`src/rtl/bus_router.sv`:
```
// bus_router: routes one master access at a time to one of four slaves.
//
// Address bits [31:28] select the region. Regions 0..3 map to slaves 0..3;
// regions 4..15 are unmapped and complete at once with FAULT_RDATA.
// A slave that stays not-ready for more than TIMEOUT cycles is abandoned.
// Unmapped and timed-out accesses are logged in a sticky fault record.
//
// Handshake: the master raises i_request with rw/address/wdata stable and
// keeps it high until o_ready. o_ready is a one-cycle pulse with o_rdata
// valid in that cycle. A new access starts only after i_request has been
// seen low. On the slave side, o_s_request is a one-hot level. It stays high
// until the selected slave's i_s_ready is sampled high, or until the timeout
// abort.
//
// Ports:
//   i_clock, i_reset_n          clock, asynchronous active-low reset
//   i_request, i_rw             master request level, 1 = write
//   i_address, i_wdata          master address / write data
//   o_rdata, o_ready            read data, completion pulse
//   o_s_request                 one-hot slave request (bit n = region n)
//   o_s_rw, o_s_address,        registered access copies; the region
//   o_s_wdata                   nibble is stripped from the address
//   i_s_rdata, i_s_ready        packed slave read data / completion
//   i_fault_clear               clears the fault record
//   o_fault, o_fault_address    sticky fault flag, address of first fault
//   o_dbg_state                 current FSM state (debug)
module bus_router #(
  parameter int unsigned TIMEOUT     = 255,
  parameter logic [31:0] FAULT_RDATA = 32'h0000_0000
) (
  input  logic         i_clock,
  input  logic         i_reset_n,
  input  logic         i_request,
  input  logic         i_rw,
  input  logic [31:0]  i_address,
  input  logic [31:0]  i_wdata,
  output logic [31:0]  o_rdata,
  output logic         o_ready,
  output logic [3:0]   o_s_request,
  output logic         o_s_rw,
  output logic [31:0]  o_s_address,
  output logic [31:0]  o_s_wdata,
  input  logic [127:0] i_s_rdata,
  input  logic [3:0]   i_s_ready,
  input  logic         i_fault_clear,
  output logic         o_fault,
  output logic [31:0]  o_fault_address,
  output logic [1:0]   o_dbg_state
);

  typedef enum logic [1:0] {
    ST_IDLE    = 2'd0,
    ST_ACCESS  = 2'd1,
    ST_RESPOND = 2'd2,
    ST_RELEASE = 2'd3
  } state_e;

  localparam logic [15:0] TIMEOUT_CNT = 16'(TIMEOUT);

  state_e        state_q, state_d;
  logic          rw_q;
  logic [31:0]   addr_q;
  logic [31:0]   wdata_q;
  logic [15:0]   cnt_q, cnt_d;
  logic [3:0]    s_req_q, s_req_d;
  logic [31:0]   rdata_q, rdata_d;
  logic          ready_q, ready_d;
  logic          fault_q;
  logic [31:0]   fault_addr_q;

  logic          latch_en;
  logic          fault_evt;
  logic [31:0]   fault_evt_addr;
  logic          req_mapped;
  logic [1:0]    sel;
  logic          sel_ready;
  logic [31:0]   sel_rdata;
  logic          timeout_hit;

  // Regions 0..3 have bits [31:30] clear.
  assign req_mapped  = (i_address[31:30] == 2'b00);
  assign sel         = addr_q[29:28];
  assign sel_ready   = i_s_ready[sel];
  assign sel_rdata   = i_s_rdata[{sel, 5'd0} +: 32];
  // The counter holds the number of ACCESS cycles that have already passed
  // without ready. It reaches TIMEOUT on ACCESS cycle TIMEOUT+1, which is
  // the cycle that aborts.
  assign timeout_hit = (cnt_q == TIMEOUT_CNT);

  // State register
  always_ff @(posedge i_clock or negedge i_reset_n) begin
    if (!i_reset_n) state_q <= ST_IDLE;
    else            state_q <= state_d;
  end

  // Next-state logic
  always_comb begin
    state_d = state_q;
    case (state_q)
      ST_IDLE:    if (i_request) state_d = req_mapped ? ST_ACCESS : ST_RESPOND;
      ST_ACCESS:  if (sel_ready || timeout_hit) state_d = ST_RESPOND;
      ST_RESPOND: state_d = ST_RELEASE;
      ST_RELEASE: if (!i_request) state_d = ST_IDLE;
      default:    state_d = ST_IDLE;
    endcase
  end

  // Output / datapath next values
  always_comb begin
    latch_en       = 1'b0;
    cnt_d          = cnt_q;
    s_req_d        = '0;
    rdata_d        = rdata_q;
    ready_d        = 1'b0;
    fault_evt      = 1'b0;
    fault_evt_addr = addr_q;
    case (state_q)
      ST_IDLE: begin
        if (i_request) begin
          latch_en = 1'b1;
          cnt_d    = '0;
          if (req_mapped) begin
            s_req_d = 4'b0001 << i_address[29:28];
          end else begin
            rdata_d        = FAULT_RDATA;
            fault_evt      = 1'b1;
            fault_evt_addr = i_address;
          end
        end
      end
      ST_ACCESS: begin
        // Ready has priority over the abort that would happen in the same cycle.
        if (sel_ready) begin
          rdata_d = sel_rdata;
        end else if (timeout_hit) begin
          rdata_d   = FAULT_RDATA;
          fault_evt = 1'b1;
        end else begin
          cnt_d   = cnt_q + 16'd1;
          s_req_d = s_req_q;
        end
      end
      ST_RESPOND: ready_d = 1'b1;
      default: ;
    endcase
  end

  // Datapath and fault record
  always_ff @(posedge i_clock or negedge i_reset_n) begin
    if (!i_reset_n) begin
      rw_q         <= 1'b0;
      addr_q       <= '0;
      wdata_q      <= '0;
      cnt_q        <= '0;
      s_req_q      <= '0;
      rdata_q      <= '0;
      ready_q      <= 1'b0;
      fault_q      <= 1'b0;
      fault_addr_q <= '0;
    end else begin
      cnt_q   <= cnt_d;
      s_req_q <= s_req_d;
      rdata_q <= rdata_d;
      ready_q <= ready_d;
      if (latch_en) begin
        rw_q    <= i_rw;
        addr_q  <= i_address;
        wdata_q <= i_wdata;
      end
      // A fault that arrives together with a clear is recorded as a new first fault.
      if (fault_evt && (!fault_q || i_fault_clear)) begin
        fault_q      <= 1'b1;
        fault_addr_q <= fault_evt_addr;
      end else if (i_fault_clear) begin
        fault_q <= 1'b0;
      end
    end
  end

  assign o_rdata         = rdata_q;
  assign o_ready         = ready_q;
  assign o_s_request     = s_req_q;
  assign o_s_rw          = rw_q;
  assign o_s_address     = {4'h0, addr_q[27:0]};
  assign o_s_wdata       = wdata_q;
  assign o_fault         = fault_q;
  assign o_fault_address = fault_addr_q;
  assign o_dbg_state     = state_q;

endmodule
```
`config.mk`:
```
export PLATFORM = sky130hd
export DESIGN_NAME = bus_router
export DESIGN_NICKNAME = d
export VERILOG_FILES = /design/src/rtl/bus_router.sv
export SDC_FILE = /design/constraint.sdc
export NUM_CORES = 1
export LEC_CHECK = 0
export BUFFER_PORTS_ARGS = -buffer_cell sky130_fd_sc_hd__buf_2
export CAP_MARGIN = 20
export CORE_AREA = 2 2 132 134
export DETAILED_ROUTE_END_ITERATION = 12
export DIE_AREA = 0 0 134 136
export GPL_TIMING_DRIVEN = 0
export PLACE_DENSITY = 0.76
export SYNTH_ARGS = -nofsm -noshare
export SYNTH_HDL_FRONTEND = slang
export SYNTH_SLANG_ARGS = --single-unit
```
`constraint.sdc`:
```
create_clock -name i_clock -period 3.41 [get_ports i_clock]
set_clock_uncertainty 0.2 [all_clocks]
set_input_delay 0.5115 -clock i_clock [delete_from_list [all_inputs] [get_ports i_clock]]
set_output_delay 0.5115 -clock i_clock [all_outputs]
set_load 0.03 [all_outputs]
```
# Word-level counts from Yosys, hierarchy flattened
# Cells that the tools add are included.
word_totals:
  ff_bits: 153
  input_bits: 201
  elab_cells: 70
classes:
  n_reduce_logical: 11
  n_mux: 34
  magnitude_cmp: 1
  n_eq_ne: 11
  shifts: 2
  n_addsub: 1
op_table:
  columns: ["op", "count"]
  rows:
  - ["$mux W32", 7]
  - ["$shiftx A128 B8 Y32", 1]
  - ["$pmux W32 S2", 1]
  - ["$mux W16", 3]
  - ["$pmux W16 S2", 1]
  - ["$add A16 B1 Y16 const B", 1]
  - ["$eq A16 B8 Y1 const B", 1]
  - ["$mux W4", 4]
  - ["$ne A2 B2 Y1 const B", 6]
  - ["$mux W1", 10]
  - ["$mux W2", 4]
  - ["$pmux W2 S4", 1]
  - ["$pmux W4 S2", 1]
  - ["$reduce_and A4 Y1", 2]
  - ["$eq A2 B2 Y1 const B", 2]
  - ["$logic_not A2 Y1", 2]
  - ["$reduce_bool A2 Y1", 2]
  - ["$shl A1 B2 Y4 const A", 1]
  - ["$lt A2 B3 Y1 const B", 1]
  - ["$ne A3 B3 Y1 const B", 1]
  - ["$reduce_and A3 Y1", 1]
  - ["$bmux W1 S2", 1]
  - ["$eq A2 B1 Y1 const B", 1]
  - ["$logic_or A1 B1 Y1", 2]
  - ["other kinds (3)", 3]

# Depth between registers and ports, before layout
# Gate-level depths: netlist (run 1).
logic_depth:
  word_depth: 6
  ltp_mapped: 10

# Least setup slack after synthesis (run 1)
# Ideal clock, no wire load.
synth_timing:
  path_type: "register -> register"
  startpoint: "reg state_q[1] (netlist: o_dbg_state[1])"
  endpoint: "reg cnt_q[2]"
  n_path_buf: 2
  path_slack_ps: 846
  stages_incl_launch_ff: 10
  arrival_time_ps: 2244
  setup_time_ps: 120
  period_less_slack_ps: 2564
  path_cell_list: "dfrtp_1 > inv_1 > ha_1 > clkbuf_1 > nand2b_1 > o22ai_1 > buf_2 > a211oi_1 > a21oi_1 > a31o_2"
synth_between:
  elab_chain_len: 3
  elab_cells_between_ends: 8
  classes_between: "4 x eq/ne; 1 x mux; 3 x reduce/logical"
synth_lines:
  columns: ["item", "line", "rtl"]
  rows:
  - ["start, declared", "60", "state_e state_q, state_d;"]
  - ["start signal, assigned", "93", "else state_q <= state_d;"]
  - ["$eq A2 B1 Y1 or $logic_not A2 Y1 (tied branches)", "117", "case (state_q)"]
  - ["$ne A2 B2 Y1 (no line) or $reduce_bool A2 Y1 (tied branches)", null, null]
  - ["$reduce_and A4 Y1 (no line)", null, null]
  - ["end signal, assigned", "161", "cnt_q <= cnt_d;"]
  - ["end, declared", "64", "logic [15:0] cnt_q, cnt_d;"]
# Several ways; a longest one is shown, not always the timed one.
# A chain may end at the register's enable or synchronous reset.

# Final worst setup path (run 1)
layout_timing:
  startpoint: "reg state_q[1] (netlist: o_dbg_state[1])"
  endpoint: "reg fault_addr_q[1] (netlist: o_fault_address[1])"
layout_between:
  elab_chain_len: 3
  elab_cells_between_ends: 5
  classes_between: "1 x eq/ne; 2 x mux; 2 x reduce/logical"
layout_lines:
  columns: ["item", "line", "rtl"]
  rows:
  - ["$eq A2 B1 Y1 or $logic_not A2 Y1 (tied branches)", "117", null]
  - ["$pmux W1 S2", "117", null]
  - ["$logic_and A1 B1 Y1", "171", "if (fault_evt && (!fault_q || i_fault_clear)) begin"]
  - ["end signal, assigned", "173", "fault_addr_q <= fault_evt_addr;"]
  - ["end, declared", "69", "logic [31:0] fault_addr_q;"]
# Several ways; a longest one is shown, not always the timed one.

==> impl_metrics.json, run 1 <==
{
  "root_buffer": "clkbuf_16",
  "dr_total_vias": 6912,
  "synth_area_um2": 7457,
  "holdWs_ns": 0.07450,
  "power.switching_mw": 4.190,
  "crit_top_cell": "clkbuf_1",
  "drv_slew": 0,
  "synthTopCellsByCount": "279 x nand2_1, 153 x dfrtp_1, 38 x o21ai_0",
  "synthArstFlopShare_pct": 100.0,
  "yosys_warnings": 0,
  "antenna_found_initial": 1,
  "grt_max_degree": 86,
  "pwr-share-clk_pct": 19.3,
  "gp_congestion": 0.8860,
  "finalSetupViolCount": 0,
  "clk_pin_slew_ns": 0.06,
  "routedWlPerCell_um": 16.90,
  "die_y_um": 136,
  "place_ws_ns": 0.5817,
  "hpwl_um": 17280,
  "setup_ws_ns": 0.5728,
  "vdd_drop_max_uv": 585.3,
  "regArea_um2": 3829,
  "area_delta_synth_final_pct": 34.43,
  "synthCells": 753,
  "yosysTopAreaCellShare_pct": 51.34,
  "dpl_cell_area_um2": 9450,
  "ys_types": 47,
  "tightest_slew_ns": 0.8250,
  "startpoint_type": "flip-flop",
  "final_hold_viol_count": 0,
  "clk_latency_ns": 0.42,
  "post-route-drc-count": 0,
  "syn_avg_cell_area_um2": 9.903,
  "path_class": "reg -> reg",
  "worstPathRequired_ns": 3.55,
  "die_x_um": 134,
  "synth_top_cells_by_area": "dfrtp_1 51%, nand2_1 14%, mux4_2 9.7%, a2bb2oi_1 3.5%, buf_4 3.2%",
  "power_frac_comb_pct": 49.2,
  "cp_max_fo": 10,
  "cts.sinks": 153,
  "drt-initial-drc-count": 363,
  "p_leak_nw": 5.201,
  "wl_um": 22800,
  "grt_pass1_wl_um": 35400,
  "post-route-min-period_ns": 2.837,
  "grt.total_usage_pct": 25.05,
  "grt_pass1_vias": 7019,
  "final_util_pct": 59.40,
  "final_cell_count_no_fill": 1349,
  "worstPathCellList": "inv_1, ha_1, clkbuf_1, and2_1, clkbuf_1, o21ai_1, nand3_1, clkbuf_1, o22ai_1, a2bb2oi_1",
  "num_rows": 48,
  "max_stage_delay_ns": 0.42,
  "synth_edf_count": 0,
  "maxCapViolations": 0,
  "fillers": 1480,
  "cp.arrival_ns": 2.98,
  "die-area_um2": 18220,
  "slowest_stage": "clkbuf_1",
  "synth_ff_type": "dfrtp_1",
  "grt.overflow.total": 0,
  "p_per_area_nw_per_um2": 931.3,
  "nNetsFinal": 1316,
  "slew_headroom_pct": 45.00,
  "postLayoutCellArea_um2": 10020,
  "crit_path_end_kind": "flip-flop",
  "ys_seq_area_share_pct": 51.34,
  "p_int_mw": 5.146,
  "rsz0062_at_grt": "false",
  "numCtsBuffers": 17,
  "ys_seq_elements": 153,
  "synth_top_area_cell": "dfrtp_1",
  "ant_nets": 0,
  "clk_path_buf_depth": 2,
  "cts_tree": "built",
  "viasPerCell": 5.124,
  "min_path_type": "in -> reg",
  "drive_gt1_share_pct": 39.98,
  "port-buffer-count": 333,
  "fin_crit_sh_pct": 83.20,
  "boundaryPins": 338,
  "cts_htree_levels": 4,
  "switching_share_pct": 44.88,
  "place_inst": 1315,
  "multi_input_area_um2": 3156,
  "ff2ff_setup_slack_ns": 0.57,
  "fmax_mhz": 352.5,
  "core_area_um2": 16880,
  "synth.most_common_cell": "nand2_1",
  "sequentialPowerShare_pct": 31.5,
  "dr.pass1.iters": 4,
  "initial_core_util_pct": 44.19,
  "outcome": "finished, final reports clean"
}
[through the flow]
step	power, mW	TNS (ns)
global placement	7.492	-99.67
floorplan	6.132	0
finish	9.335	0
global route	9.905	0
CTS	9.419	0
detailed placement	7.572	0
[placed cells by master (no fill, tap or decap), types with 10 or more instances in the layout]
cell and count:
clkbuf_1 37, buf_4 32, mux4_2 32, a2bb2oi_1 30, o22ai_1 32, buf_2 338, clkbuf_16 17, nand2_1 279
dfrtp_1 153, nor2_1 14, o21ai_0 38, nand3_1 10
[power groups by stage]
stage	sequential (mW)	clock (mW)	combinational [mW]
after detailed placement	2.95	0	4.62
after floorplan	3.93	0	2.20
final	2.94	1.80	4.59
after CTS	2.94	1.85	4.63
after global routing	3.03	1.93	4.94
after global placement	2.94	0	4.55
[layer usage]
layer	vias up	part of all wire, %	track usage [%]
met5	-	0	0
met4	0	4.5	11.88
met3	56	7.4	6.413
met2	300	50	44.16
met1	3282	38	28.53
li1	3274	-	-
[worst max-delay path, delay by kind of cell, from the launching register on]
kind | cells | cell delay [ns]
flops | 1 | 0.41
simple gates | 2 | 0.36
buf+inv | 4 | 1.04
fa+ha+maj | 1 | 0.14
compound gates | 3 | 0.60
[kinds of logic (layout without fill, tap and decap cells)]
logic type                 count (synthesis)  count (layout)  share of synthesized area [%]
and+or+nand+nor                          327             327                          17.55
AOI/OAI and AO/OA                        130             130                          11.93
other                                      1               5                        0.05029
muxes                                     43              43                          11.21
buffers and inverters                     89             456                          6.493
DFF                                      153             153                          51.34
adders and majority gates                  5               5                         0.8389
xor gates and xnor gates                   5               5                         0.5872
[sequential cells by signal, summed over array words and instances (netlist names)]
| register | count |
|---|---|
| o_fault_address | 32 |
| o_s_wdata | 32 |
| o_s_request | 4 |
| o_rdata | 32 |
| o_fault | 1 |
| o_ready | 1 |
| addr_q | 32 |
| o_s_rw | 1 |
| cnt_q | 16 |
| o_dbg_state | 2 |
[cell type report]
| cell class | instances | share of cell area (%) |
|---|---|---|
| Antenna cell | 1 | 0.02496 |
| Buffer | 83 | 4.606 |
| Timing Repair Buffer | 335 | 17.06 |
| Clock buffer | 19 | 4.418 |
| Multi-Input combinational cell | 514 | 31.48 |
| Tap cell | 225 | 2.808 |
| Sequential cell | 153 | 38.19 |
| Clock inverter | 13 | 1.186 |
| Inverter | 6 | 0.2247 |
[what timing repair did]
item,in CTS,in global routing
endpoints found under the hold margin,68,0
resized for setup,0,0
buffers inserted,0,0
hold buffers,1,0
[worst paths after layout]
kind                            cells past startpoint                        from                              to
worst max-delay path                               10  o_dbg_state[1]$_DFFE_PN0P_  o_fault_address[1]$_DFFE_PN0P_
worst min-delay path                                3                 i_wdata[24]       o_s_wdata[24]$_DFFE_PN0P_
worst max register to register                     10  o_dbg_state[1]$_DFFE_PN0P_  o_fault_address[1]$_DFFE_PN0P_
worst min register to register                      2   o_s_wdata[12]$_DFFE_PN0P_       o_s_wdata[12]$_DFFE_PN0P_
max in group asynchronous                           3                   i_reset_n        o_s_wdata[1]$_DFFE_PN0P_
min in group asynchronous                           2                   i_reset_n         o_rdata[25]$_DFFE_PN0P_
Power figures use the tool's default switching activity.
==> run 2, diff against run 1 <==
- clock period: 3.41 -> 2.7 ns (I/O delays scaled with it)
==> run 2 against run 1 <==
Net effect:
- sequential cell count unchanged
- worst hold slack worse by 0.063 ns
- sequential power up 27%
- core utilization up 3.7 points
- combinational power up 29%
- routed wire length up 6.8%
==> impl_metrics.json, run 2 (same netlist as run 1, synthesis figures left out) <==
{
  "layout_common_cells": "340 x buf_2, 279 x nand2_1, 153 x dfrtp_1, 61 x dlygate4sd3_1, 38 x o21ai_0",
  "setup_ws_ns": 0.1590,
  "slew_headroom_pct": 44.33,
  "p_total_mw": 11.95,
  "drt-initial-drc-count": 312,
  "startpoint_type": "flip-flop",
  "gp_congestion": 0.8860,
  "crit_path_end_kind": "flip-flop",
  "worstPathCellList": "inv_1, ha_1, clkbuf_4, inv_1, o21a_1, a2111oi_2, a31oi_1, a41o_1",
  "critPathBufInv": 3,
  "clk_path_buf_depth": 2,
  "finalSetupViolCount": 0,
  "tightest_slew_ns": 0.8351,
  "cts_htree_levels": 4,
  "ant_nets": 0,
  "fmax_mhz": 393.5,
  "hpwl_um": 17280,
  "routedWlPerCell_um": 17.28,
  "final_util_pct": 63.11,
  "outcome": "finished, final reports clean",
  "drive_gt1_share_pct": 39.09,
  "cts_tree": "built",
  "grt_max_degree": 86,
  "grt.total_usage_pct": 26.52,
  "cts.sinks": 153,
  "post-route-min-period_ns": 2.541,
  "path_class": "reg -> reg",
  "worstPathRequired_ns": 2.81,
  "initial_core_util_pct": 44.19,
  "grt_pass1_wl_um": 37530,
  "grt.overflow.total": 0,
  "cp.arrival_ns": 2.65,
  "clk_pin_slew_ns": 0.06,
  "area_delta_synth_final_pct": 42.82,
  "antenna_found_initial": 1,
  "dr_total_vias": 7248,
  "final_hold_viol_count": 0,
  "wl_um": 24350,
  "num_rows": 48,
  "max_stage_delay_ns": 0.56,
  "die_x_um": 134,
  "die_y_um": 136,
  "numCtsBuffers": 17,
  "fin_crit_sh_pct": 94.11,
  "post-route-drc-count": 0,
  "boundaryPins": 338,
  "maxCapViolations": 0,
  "drv_slew": 0,
  "path_delay_family": "compound AO/OA/AOI/OAI gates",
  "final_common_cell": "buf_2",
  "clk_latency_ns": 0.42,
  "crit_top_cell": "inv_1",
  "core_area_um2": 16880,
  "root_buffer": "clkbuf_16",
  "port-buffer-count": 333,
  "nNetsFinal": 1375,
  "cp_max_fo": 10,
  "viasPerCell": 5.144,
  "grt_pass1_vias": 7518,
  "vdd_drop_max_uv": 731.3,
  "slowest_stage": "a2111oi_2",
  "p_per_area_nw_per_um2": 1122,
  "fillers": 1397,
  "p_leak_nw": 5.482,
  "min_path_type": "in -> reg",
  "dr.pass1.iters": 5,
  "place_ws_ns": -0.1283,
  "die-area_um2": 18220,
  "rsz0062_at_grt": "false"
}
-- run 2: cell types whose count changed in the layout (fill, tap and decap cells not counted) --
cell,previous run,this run
a211oi_1,2,1
a211oi_2,0,1
a21boi_1,1,0
a21boi_2,0,1
buf_1,6,4
buf_2,338,340
clkbuf_1,37,28
clkbuf_2,0,7
clkbuf_4,0,1
diode_2,1,2
dlygate4sd3_1,1,61
ha_1,5,4
ha_2,0,1
-- run 2: timing repair --
| action | CTS | global route |
|---|---|---|
| pin swaps | 0 | 0 |
| gates resized for setup | 11 | 4 |
| hold buffers | 61 | 0 |
| setup endpoints to repair | 96 | 58 |
| endpoints found under the hold margin | 128 | 0 |
| buffers inserted | 0 | 0 |
-- run 2: routing by layer --
metal	track usage [%]	vias up	routed length, um
li1	-	3403	-
met5	0	-	0
met2	47.64	293	12310
met3	6.637	61	1526
met4	12.77	0	1005
met1	29.46	3491	9508
-- run 2: final cells by class --
cell class	instances	area, um^2	area share (%)
sequential	153	3829	35.95
multi-input combinational	514	3167	29.73
timing repair buffer	395	2311	21.70
buffer	82	473.0	4.441
clock buffer	19	442.9	4.159
tap	225	281.5	2.643
clock inverter	13	118.9	1.116
inverter	6	22.52	0.2115
antenna	2	5.005	0.04699
-- run 2: worst paths after layout --
check                                            from                   endpoint  slack (ns)  cells past startpoint
setup / recovery           o_dbg_state[1]$_DFFE_PN0P_      cnt_q[14]$_DFFE_PN0P_        0.16                      8
hold / removal                          i_address[12]     addr_q[12]$_DFFE_PN0P_        0.01                      3
setup reg to reg           o_dbg_state[1]$_DFFE_PN0P_      cnt_q[14]$_DFFE_PN0P_        0.16                      8
hold reg to reg             o_s_wdata[12]$_DFFE_PN0P_  o_s_wdata[12]$_DFFE_PN0P_        0.27                      2
max in group asynchronous                   i_reset_n   o_s_wdata[1]$_DFFE_PN0P_        1.12                      3
min in group asynchronous                   i_reset_n    o_rdata[25]$_DFFE_PN0P_        0.33                      2
-- run 2: per-stage QoR --
stage          setup TNS [ns]  instance area, um^2  instances  hold WS, ns
5_1_grt                     0                10650       1408     0.008421
6_report                    0                10650       1409      0.01170
3_5_place_dp           -4.940                 9450       1315       0.2569
4_1_cts                     0                10640       1408     0.001943
3_3_place_gp          -194.05                 9417       1314       0.2538
2_1_floorplan               0                 7468        756     -0.09059
-- run 2: worst min-delay path, cell delays in order --
cell and delay [ns]:
buf_2 0.10, nand2_1 0.05, nand2_1 0.05
-- run 2: report_power, final --
part           total (mW)  internal [mW]  leakage [nW]  switching, mW
Clock                2.28           1.30         0.278          0.982
Combinational        5.94           2.09          3.26           3.85
Sequential           3.72           3.18          1.94          0.545
==> run 3, diff against run 2 <==
- BUFFER_PORTS_ARGS: -buffer_cell sky130_fd_sc_hd__buf_2 -> -buffer_cell sky130_fd_sc_hd__buf_4
- HOLD_SLACK_MARGIN: not set -> 0.08
==> run 3 against run 2 <==
Net effect:
- critical path type unchanged
- via count grew 1.0%
- sequential cell count unchanged
- routed wire length up 4.2%
- sequential share of layout area fell by 2.9 points
- largest power group unchanged
- die area unchanged
- worst hold slack improved by 0.18 ns
- power rose by 6.9%
- sequential power rose by 2%
- register-to-register slack lost 0.03 ns
==> impl_metrics.json, run 3 (same netlist as run 1, synthesis figures left out) <==
{
  "gp_congestion": 0.8729,
  "cp.arrival_ns": 2.68,
  "initial_core_util_pct": 44.19,
  "holdWs_ns": 0.1934,
  "final_util_pct": 68.68,
  "cts_tree": "built",
  "clk_path_buf_depth": 2,
  "startpoint_type": "flip-flop",
  "dr_total_vias": 7321,
  "power.switching_mw": 5.529,
  "clk_latency_ns": 0.42,
  "grt_max_degree": 82,
  "die-area_um2": 18220,
  "post-route-min-period_ns": 2.574,
  "cts_htree_levels": 4,
  "grt.total_usage_pct": 27.38,
  "outcome": "finished, final reports clean",
  "drv_slew": 0,
  "worstPathRequired_ns": 2.81,
  "drt-initial-drc-count": 446,
  "place_ws_ns": -0.2966,
  "crit_path_end_kind": "flip-flop",
  "die_x_um": 134,
  "boundaryPins": 338,
  "p_leak_nw": 5.764,
  "pwr-share-clk_pct": 19.1,
  "root_buffer": "clkbuf_16",
  "final_hold_viol_count": 0,
  "p_int_mw": 7.242,
  "grt_pass1_vias": 7393,
  "setup_ws_ns": 0.1262,
  "drive_gt1_share_pct": 39.34,
  "die_y_um": 136,
  "numCtsBuffers": 17,
  "tightest_slew_ns": 0.8209,
  "antenna_cells": 0,
  "path_class": "reg -> reg",
  "slowest_stage": "a211oi_1",
  "core_area_um2": 16880,
  "fin_crit_sh_pct": 95.33,
  "switching_share_pct": 43.30,
  "nNetsFinal": 1380,
  "vdd_drop_max_uv": 901.4,
  "slew_headroom_pct": 45.27,
  "hpwl_um": 18130,
  "wl_um": 25370,
  "post_cts_buffers": 0,
  "cp_max_fo": 8,
  "power_frac_comb_pct": 51.3,
  "p_per_area_nw_per_um2": 1102,
  "layout_common_cells": "364 x buf_4, 279 x nand2_1, 153 x dfrtp_1, 66 x dlygate4sd3_1, 38 x o21ai_0",
  "path_delay_family": "compound AO/OA/AOI/OAI gates",
  "rsz0062_at_grt": "true",
  "maxCapViolations": 0,
  "dr.pass1.iters": 5,
  "worstPathCellList": "inv_1, ha_1, clkbuf_2, mux2_2, nand3_1, a211oi_1, a31oi_1, a41o_1",
  "tns_ns": 0,
  "viasPerCell": 5.185,
  "fillers": 1286,
  "port-buffer-count": 333,
  "clk_pin_slew_ns": 0.07,
  "ant_nets": 0,
  "routedWlPerCell_um": 17.97,
  "antenna_found_initial": 0,
  "cts.sinks": 153,
  "post-route-drc-count": 0,
  "min_path_type": "in -> reg",
  "finalSetupViolCount": 0,
  "final_common_cell": "buf_4",
  "grt_pass1_wl_um": 38670,
  "area_delta_synth_final_pct": 55.44,
  "sequentialPowerShare_pct": 29.7,
  "fmax_mhz": 388.5,
  "num_rows": 48,
  "grt.overflow.total": 0,
  "max_stage_delay_ns": 0.59,
  "critPathBufInv": 2
}
run 3: repair_timing:
action                     CTS  global route
hold buffers                66             0
resized for setup           12            14
hold endpoints to repair   140             0
setup endpoints to repair  110           101
run 3: worst min-delay path: cells and delay by family:
| kind | cells | cell delay (ns) |
|---|---|---|
| AND/OR/NAND/NOR | 1 | 0.20 |
| AO/OA/AOI/OAI | 1 | 0.09 |
| buffers and inverters | 1 | 0.08 |
run 3: metrics by stage:
| stage | cells | area, um^2 | total power [mW] |
|---|---|---|---|
| after global placement | 1314 | 10250 | 10.08 |
| after floorplan | 756 | 7468 | 7.745 |
| after detailed placement | 1315 | 10280 | 10.20 |
| after CTS | 1413 | 11560 | 12.77 |
| after global routing | 1412 | 11590 | 13.44 |
| final | 1412 | 11590 | 12.77 |
run 3: worst paths after layout:
kind | end | depth (start not counted) | slack (ns) | start
worst min register to register | o_s_wdata[12]$_DFFE_PN0P_ | 2 | 0.27 | o_s_wdata[12]$_DFFE_PN0P_
worst max-delay path | cnt_q[9]$_DFFE_PN0P_ | 8 | 0.13 | o_dbg_state[0]$_DFFE_PN0P_
worst min-delay path | o_fault_address[0]$_DFFE_PN0P_ | 3 | 0.19 | i_fault_clear
max in group asynchronous | o_s_wdata[1]$_DFFE_PN0P_ | 3 | 1.06 | i_reset_n
min in group asynchronous | o_rdata[25]$_DFFE_PN0P_ | 2 | 0.40 | i_reset_n
worst max register to register | cnt_q[9]$_DFFE_PN0P_ | 8 | 0.13 | o_dbg_state[0]$_DFFE_PN0P_
run 3: cell type report:
class	instances	area, um^2	area share, %
buffer	82	476.7	4.113
clock buffer	18	439.2	3.789
clock inverter	14	162.7	1.403
inverter	6	22.52	0.1943
multi-input combinational	514	3188	27.50
sequential	153	3829	33.03
tap	225	281.5	2.429
timing repair buffer	400	3192	27.54
run 3: per-layer routing:
layer  GRT usage, %  part of all wire [%]  up-vias
met4          13.12                   4.2        0
met1          31.30                    38     3485
met5              0                     0        -
li1               -                     -     3412
met3          7.047                   7.8       62
met2          48.01                    50      362
run 3: power groups by stage:
stage | Clock [mW] | Sequential (mW) | Combinational [mW]
global route | 2.59 | 3.88 | 6.98
CTS | 2.48 | 3.77 | 6.52
finish | 2.43 | 3.79 | 6.55
global placement | 0 | 3.76 | 6.31
detailed placement | 0 | 3.78 | 6.43
floorplan | 0 | 4.96 | 2.78
